[config.mk]
export PLATFORM = sky130hd
export DESIGN_NAME = pkt_read_scheduler
export DESIGN_NICKNAME = d
export VERILOG_FILES = /design/src/rtl/pkt_read_scheduler.sv
export SDC_FILE = /design/constraint.sdc
export NUM_CORES = 1
export LEC_CHECK = 0
export CORE_MARGIN = 1
export CORE_UTILIZATION = 35
export DETAILED_ROUTE_END_ITERATION = 10
export GPL_TIMING_DRIVEN = 0
export PLACE_DENSITY = 0.75
export SKIP_CTS_REPAIR_TIMING = 1
export SLEW_MARGIN = 20
export SYNTH_ARGS = -nofsm -noshare
export SYNTH_HDL_FRONTEND = slang
export SYNTH_SLANG_ARGS = --single-unit
[constraint.sdc]
create_clock -name clk -period 8.8 [get_ports clk]
set_input_delay 1.76 -clock clk [delete_from_list [all_inputs] [get_ports clk]]
set_output_delay 1.76 -clock clk [all_outputs]
set_load 0.05 [all_outputs]
[src/rtl/pkt_read_scheduler.sv]
// pkt_read_scheduler: SP/WRR packet scheduler that pulls queue addresses, issues SRAM reads
// and frames the returned data with sop/vld/eop.
module pkt_read_scheduler #(
    parameter int NUM_PRIO = 8,
    parameter int PRIO_W   = 3,
    parameter int ADDR_W   = 12,
    parameter int DATA_W   = 64,
    parameter int WGT_W    = 5,
    parameter int RD_LAT   = 1
) (
    input  logic                      clk,
    input  logic                      rst,
    input  logic                      mode,
    input  logic [NUM_PRIO*WGT_W-1:0] wrr_weight,
    input  logic                      ready,
    input  logic [NUM_PRIO-1:0]       prepared,
    output logic [NUM_PRIO-1:0]       grant,
    output logic                      addr_req,
    input  logic [ADDR_W-1:0]         addr_in,
    input  logic                      addr_last,
    output logic                      sram_en,
    output logic [ADDR_W-1:0]         sram_addr,
    input  logic [DATA_W-1:0]         sram_rdata,
    output logic                      rd_sop,
    output logic                      rd_vld,
    output logic                      rd_eop,
    output logic [DATA_W-1:0]         rd_data,
    output logic [PRIO_W-1:0]         rd_prio,
    output logic                      busy
);
    typedef enum logic [1:0] {IDLE, SOP, FETCH, DRAIN} state_t;
    localparam logic [PRIO_W-1:0] LAST = PRIO_W'(NUM_PRIO - 1);

    state_t state;
    logic [PRIO_W-1:0] ptr, sp_win, wrr_win, win, idx;
    logic [WGT_W-1:0] cnt, wgt, eff;
    logic [WGT_W-1:0] wgts [NUM_PRIO];
    logic [WGT_W:0] n;
    logic done;
    logic [RD_LAT-1:0] vld_sr, last_sr;

    always_comb begin
        sp_win = '0;
        wrr_win = '0;
        idx = '0;
        for (int i = 0; i < NUM_PRIO; i++) begin
            wgts[i] = wrr_weight[i*WGT_W +: WGT_W];
            if (prepared[i]) sp_win = PRIO_W'(i);
        end
        // walk from farthest to nearest so the slot closest below the pointer wins
        for (int i = NUM_PRIO - 1; i >= 0; i--) begin
            idx = PRIO_W'((int'(ptr) + NUM_PRIO - i) % NUM_PRIO);
            if (prepared[idx]) wrr_win = idx;
        end
        win = mode ? wrr_win : sp_win;
        wgt = wgts[win];
        eff = wgt == '0 ? WGT_W'(1) : wgt;
        n = (win == ptr ? {1'b0, cnt} : '0) + (WGT_W + 1)'(1);
        done = n >= {1'b0, eff};
    end

    assign addr_req  = state == SOP || (state == FETCH && ready);
    assign sram_en   = addr_req;
    assign sram_addr = sram_en ? addr_in : '0;
    assign rd_vld    = vld_sr[RD_LAT-1];
    assign rd_eop    = rd_vld && last_sr[RD_LAT-1];
    assign rd_data   = rd_vld ? sram_rdata : '0;

    always_ff @(posedge clk) begin
        if (rst) begin
            state   <= IDLE;
            grant   <= '0;
            rd_prio <= '0;
            rd_sop  <= 1'b0;
            busy    <= 1'b0;
            ptr     <= LAST;
            cnt     <= '0;
        end else begin
            case (state)
                IDLE: if (ready && |prepared) begin
                    state   <= SOP;
                    rd_sop  <= 1'b1;
                    busy    <= 1'b1;
                    grant   <= NUM_PRIO'(1) << win;
                    rd_prio <= win;
                    ptr     <= !mode ? LAST : done ? (win == '0 ? LAST : win - PRIO_W'(1)) : win;
                    cnt     <= (!mode || done) ? '0 : n[WGT_W-1:0];
                end
                SOP: begin
                    rd_sop <= 1'b0;
                    state  <= addr_last ? DRAIN : FETCH;
                end
                FETCH: if (addr_req && addr_last) state <= DRAIN;
                DRAIN: if (rd_eop) begin
                    state   <= IDLE;
                    grant   <= '0;
                    rd_prio <= '0;
                    busy    <= 1'b0;
                end
                default: state <= IDLE;
            endcase
        end
    end

    // {valid, last} travel alongside the SRAM access so framing lines up with returned data
    always_ff @(posedge clk) begin
        if (rst) begin
            vld_sr  <= '0;
            last_sr <= '0;
        end else begin
            vld_sr  <= RD_LAT'({vld_sr, sram_en});
            last_sr <= RD_LAT'({last_sr, addr_req && addr_last});
        end
    end
endmodule

* Yosys cells after proc, flatten, opt, wreduce, memory -nomap -nowiden *
Index checks and enable logic that the tools add are counted.

word-level totals
  register bits after elaboration = 25
  output and inout port bits = 93
  word-level logic and storage cells = 113
  input port bits = 129

operators by class
  shift operators = 1
  add/sub/neg operators = 10
  muxes and demuxes = 58
  equality and inequality tests = 7
  magnitude comparators = 10
  bitwise gates (word level) = 1
  reduce and logical (&&, ||, !) cells = 17

operator list
  operator               number
  $mux W64               1
  $mux W3                20
  $lt A3 B4 Y1 const B   8
  $mux W5                5
  $bmux W1 S3            8
  $mux W8                2
  $pmux W8 S2            1
  $bmux W5 S3            1
  $mux W1                12
  $mux W12               1
  $sub A3 B3 Y3 const B  4
  $pmux W2 S4            1
  $reduce_or A8 Y1       1
  $shl A1 B3 Y8 const A  1
  $add A5 B1 Y6 const B  1
  $ge A6 B5 Y1           1
  $mux W2                3
  $pmux W3 S2            1
  $reduce_and A3 Y1      2
  $sub A3 B1 Y3 const B  2
  $sub A3 B2 Y3 const B  2
  $logic_not A5 Y1       1
  $eq A2 B2 Y1 const B   2
  $ge A4 B4 Y1 const B   1
  other kinds (14)       22

* Longest topological paths before layout *
  depth in word-level cells = 22
  depth in mapped cells = 26
  gate-level depth less buffers = 21

* Least setup slack after synthesis *
Ideal clock, no wire load.

  kind = input to register
  start point = input port prepared[0]
  end point = register cnt[4]
  buffers on the path = 2
  stages = 20
  required time = 8729 ps
  setup slack = 2518 ps
  setup time = 71 ps
  arrival = 6212 ps
  cells stage by stage = clkbuf_1 -> mux2_1 -> mux4_2 -> nand2_1 -> o311ai_1 -> a211o_1 -> buf_6 -> nor2b_4 -> and3_2 -> or4_4 -> a41o_1 -> ha_1 -> nand2b_1 -> a21o_1 -> a21o_1 -> a21o_1 -> a21oi_1 -> nand3_1 -> or4_1 -> a21oi_1

between the ends
  cells in the longest elaborated chain, start to end = 20
  elaborated cells on any way between the ends = 40
  those cells by class = add/sub: 1; order compare: 1; eq/ne: 1; mux: 31; bitwise: 1; reduce/logical: 5

ends and longest elaborated chain
  element                                     line  source
  start: declaration                          16    input logic [NUM_PRIO-1:0] prepared,
  $bmux W1 S3                                 53    if (prepared[idx]) wrr_win = idx;
  $mux W1 (implied by the code)               53
  $mux W3 (8 in a row)                        53
  $mux W3                                     55    win = mode ? wrr_win : sp_win;
  $not A3 Y4 (implied by the code)            56    wgt = wgts[win];
  $bmux W5 S3                                 56
  $mux W5 (implied by the code) (2 in a row)  56
  $logic_not A5 Y1                            57    eff = wgt == '0 ? WGT_W'(1) : wgt;
  $mux W5                                     57
  $ge A6 B5 Y1                                59    done = n >= {1'b0, eff};
  $logic_or A1 B1 Y1                          87    cnt <= (!mode || done) ? '0 : n[WGT_W-1:0];
  $mux W5                                     87
  end signal: assignment                      87
  end: declaration                            36    logic [WGT_W-1:0] cnt, wgt, eff;

Parallel ways exist; a longest one is shown, timed or not. The select of a mux whose other input is x is not followed.
A chain may end at the register's enable or synchronous reset.

* Worst setup path in the final report *
  start point = input port prepared[7]
  end point = register cnt[4]

The elaborated chain is that of the path after synthesis.

==> impl_metrics.py <==
metrics = {
    "routing": {
        "drt-total-wl_um": 16100,
        "vias": 4558,
        "dr.pass1.iters": 8,
        "drc_violation_count_after_routing": 0,
        "detail-route-antenna-nets": 0,
        "dr.first_iter.drc_count": 338,
        "route.detailed.vias_per_inst": 5.43,
        "routedWlPerCell_um": 19.2,
    },
    "die": {
        "floorplan.initialDensity_pct": 36.4,
        "fp-row-count": 37,
        "fp.coreArea_mm2": 0.0105,
        "pin_count": 222,
        "die-height_um": 106,
        "dieArea_mm2": 0.0113,
        "chipWidth_um": 106,
    },
    "global_routing": {
        "global_route.usage.total_pct": 27.4,
        "grt_overflow": 0,
        "largest_net_degree_at_the_start_of_global_routing": 16,
        "first_global_vias": 4301,
        "grt_antenna_before_repair": 5,
        "grt_pass1_wl_um": 24200,
    },
    "setup_path": {
        "critical_path.cell_chain": "clkdlybuf4s50_1 > clkbuf_1 > mux4_2 > mux2i_1 > o221ai_1 > o2111a_1 > a211oi_2 > buf_6 > o21ai_0 > and3_1 > or4_4 > a41o_1 > ha_1 > nand2b_1 > a21o_1 > a21o_1 > a21o_1 > a21oi_1 > nand3_1 > or4_1 > a21oi_1",
        "worst_ep_required_time_ns": 9.00,
        "timing.critical_path.fanout_max": 10,
        "critical_path.most_common_cell": "sky130_fd_sc_hd__a21o_1",
        "setup.reg_to_reg.worst_slack_ns": 1.92,
        "end_kind": "flop",
        "max_stage_delay_ns": 0.60,
        "startpoint_type": "input port",
        "crit_arrival_ns": 7.54,
        "path_class": "in2reg",
        "timing.critical_path.slowest_stage_cell": "sky130_fd_sc_hd__mux4_2",
    },
    "synthesis": {
        "netlist.area_leader.share_pct": 13.1,
        "synth_top_family_by_area": "simple AND/OR/NAND/NOR gates",
        "synth.top_cells.by_area": "sky130_fd_sc_hd__and2_1, sky130_fd_sc_hd__dfxtp_1, sky130_fd_sc_hd__mux4_2",
        "synth_compound_area_share_pct": 18.6,
        "post_synthesis_adder_cell_area_fraction_pct": 5.58,
        "async_reset_ff_share_pct": 0,
        "post-synth-top-area-cell": "sky130_fd_sc_hd__and2_1",
        "yosys_most_used_dff": "sky130_fd_sc_hd__dfxtp_1",
        "syn_inst": 477,
        "synth_enable_flop_cells": 0,
        "ys_seq_elements": 25,
        "synth.cells.most_frequent": "sky130_fd_sc_hd__and2_1, sky130_fd_sc_hd__nor2_1, sky130_fd_sc_hd__dfxtp_1, sky130_fd_sc_hd__mux2i_1",
        "synth_sequential_area_ratio_pct": 13.1,
        "post_synth_num_cell_types": 73,
        "xor_xnor_share_of_the_synthesized_area_pct": 3.12,
        "postSynthNetCount": 623,
        "synth_most_common_cell": "sky130_fd_sc_hd__and2_1",
        "syn_avg_cell_area_um2": 7.99,
        "synth_area_mm2": 0.00381,
        "synth_simple_gate_area_share_pct": 31.5,
        "synth-warning-count": 0,
        "post_synth_mux_area_share_pct": 19.5,
    },
    "layout": {
        "nNetsFinal": 848,
        "layout.core_utilization_pct": 59.7,
        "finish.instance_area_mm2": 0.00624,
        "area_growth_syn_to_layout_pct": 63.7,
        "final_standard_cell_count_with_taps_included_and_fillers_excluded": 840,
        "layout-drive-gt1-share_pct": 10.1,
    },
    "power": {
        "totalPowerFinal_mw": 1.27,
        "power.density_cell_area_mw_per_mm2": 204,
        "power.leakage_nw": 2.51,
        "ir_drop_uv": 198,
    },
    "timing": {
        "fin_hold_ws_ns": 0.454,
        "max-slew-margin-rel_pct": 55.8,
        "slew_viol_final": 0,
        "final_period_minus_worst_setup_slack_ns": 7.34,
        "post-route-period-util_pct": 83.4,
        "unrepaired_setup_endpoints_after_global_routing": "no",
        "setup-violations-final": 0,
        "clock-skew-final_ns": 0.00273,
        "hold_violations": 0,
        "setup_slack_ns": 1.46,
        "final.setup.tns_ns": 0,
        "worst_pin_slew_ns": 0.658,
        "fmax_mhz": 136,
    },
    "place": {
        "gp_congestion": 0.933,
        "place.port_buffers": 220,
        "dpl-instance-area_mm2": 0.00618,
        "placement.setup.worst_slack_ns": 1.27,
        "hpwl_um": 13100,
        "post-place-cells": 833,
    },
    "run_status": {
        "outcome": "finished, final reports clean",
    },
    "clock_network": {
        "cts_sinks": 25,
        "clock_latency_on_the_worst_skew_pair_ns": 0.27,
        "cts-htree-levels": 1,
        "clk_transition_reported_paths_ns": 0.09,
        "clock_tree_from_tritoncts": "yes",
        "cts-root-buf": "sky130_fd_sc_hd__clkbuf_8",
        "tritoncts.num_buffers": 3,
        "max_clock_buf_depth": 2,
    },
    "job": {
        "maxCapViolCount": 0,
    },
    "hold_path": {
        "timing.hold.worst.class": "reg2reg",
    },
}
## registers in the layout, summed over array words and instances (netlist names)
name     cells
grant        8
rd_prio      3
last_sr      1
busy         1
rd_vld       1
state        2
rd_sop       1
ptr          3
cnt          5
## kinds of logic (layout without fill, tap and decap cells)
group,count (synthesis),in the layout
and+or+nand+nor,211,211
AOI/OAI and AO/OA,101,101
adders and majority gates,17,17
xor gates and xnor gates,11,11
muxes,53,53
other,0,3
buffers and inverters,59,283
DFF,25,25
## report_power, final
group          switching (mW)  internal (mW)  total (mW)
logic                   0.649          0.411        1.06
clock network          0.0359         0.0320      0.0680
registers              0.0139          0.132       0.146
total                   0.699          0.575        1.27
## path summary, 6_finish.rpt
| path | to | startpoint | depth (start not counted) |
|---|---|---|---|
| worst min register to register | cnt[1]$_SDFFE_PP0P_ | cnt[1]$_SDFFE_PP0P_ | 2 |
| worst min-delay path | cnt[1]$_SDFFE_PP0P_ | cnt[1]$_SDFFE_PP0P_ | 2 |
| worst max-delay path | cnt[4]$_SDFFE_PP0P_ | prepared[7] | 21 |
| worst max register to register | cnt[4]$_SDFFE_PP0P_ | ptr[1]$_SDFFE_PP1P_ | 23 |
## layout make-up
type | count | area (um2)
Inverter | 18 | 67.6
Sequential cell | 25 | 500
Multi-Input combinational cell | 393 | 2990
Clock inverter | 1 | 7.51
Antenna cell | 3 | 7.51
Timing Repair Buffer | 220 | 2200
Fill cell | 952 | 4220
Tap cell | 136 | 170
Buffer | 41 | 259
Clock buffer | 3 | 41.3
## layer usage
metal / up-vias / share of wire (%) / track usage, %
li1: 2165 / - / -
met1: 2195 / 47 / 39.3
met2: 176 / 44 / 42.9
met3: 18 / 7.8 / 5.82
met4: 4 / 0.67 / 3.67
met5: - / 0.14 / 0
## cell usage in the layout (no fill, tap or decap), types with 19 or more instances in the layout
cell	count
sky130_fd_sc_hd__dfxtp_1	25
sky130_fd_sc_hd__o21ai_0	22
sky130_fd_sc_hd__nand3_1	22
sky130_fd_sc_hd__mux2i_1	24
sky130_fd_sc_hd__nand2_1	19
sky130_fd_sc_hd__clkdlybuf4s50_1	220
sky130_fd_sc_hd__clkbuf_1	21
sky130_fd_sc_hd__a21oi_1	19
sky130_fd_sc_hd__and2_1	80
sky130_fd_sc_hd__nor2_1	37
## critical path: cells and delay by family
| kind | cells | cell delay [ns] |
|---|---|---|
| multiplexers | 2 | 0.78 |
| buffers and inverters | 3 | 0.98 |
| AND/OR/NAND/NOR | 5 | 1.53 |
| adder cells (fa/ha/maj) | 1 | 0.26 |
| AO/OA/AOI/OAI | 10 | 2.21 |
No activity file was read; power rests on OpenSTA's default activity.
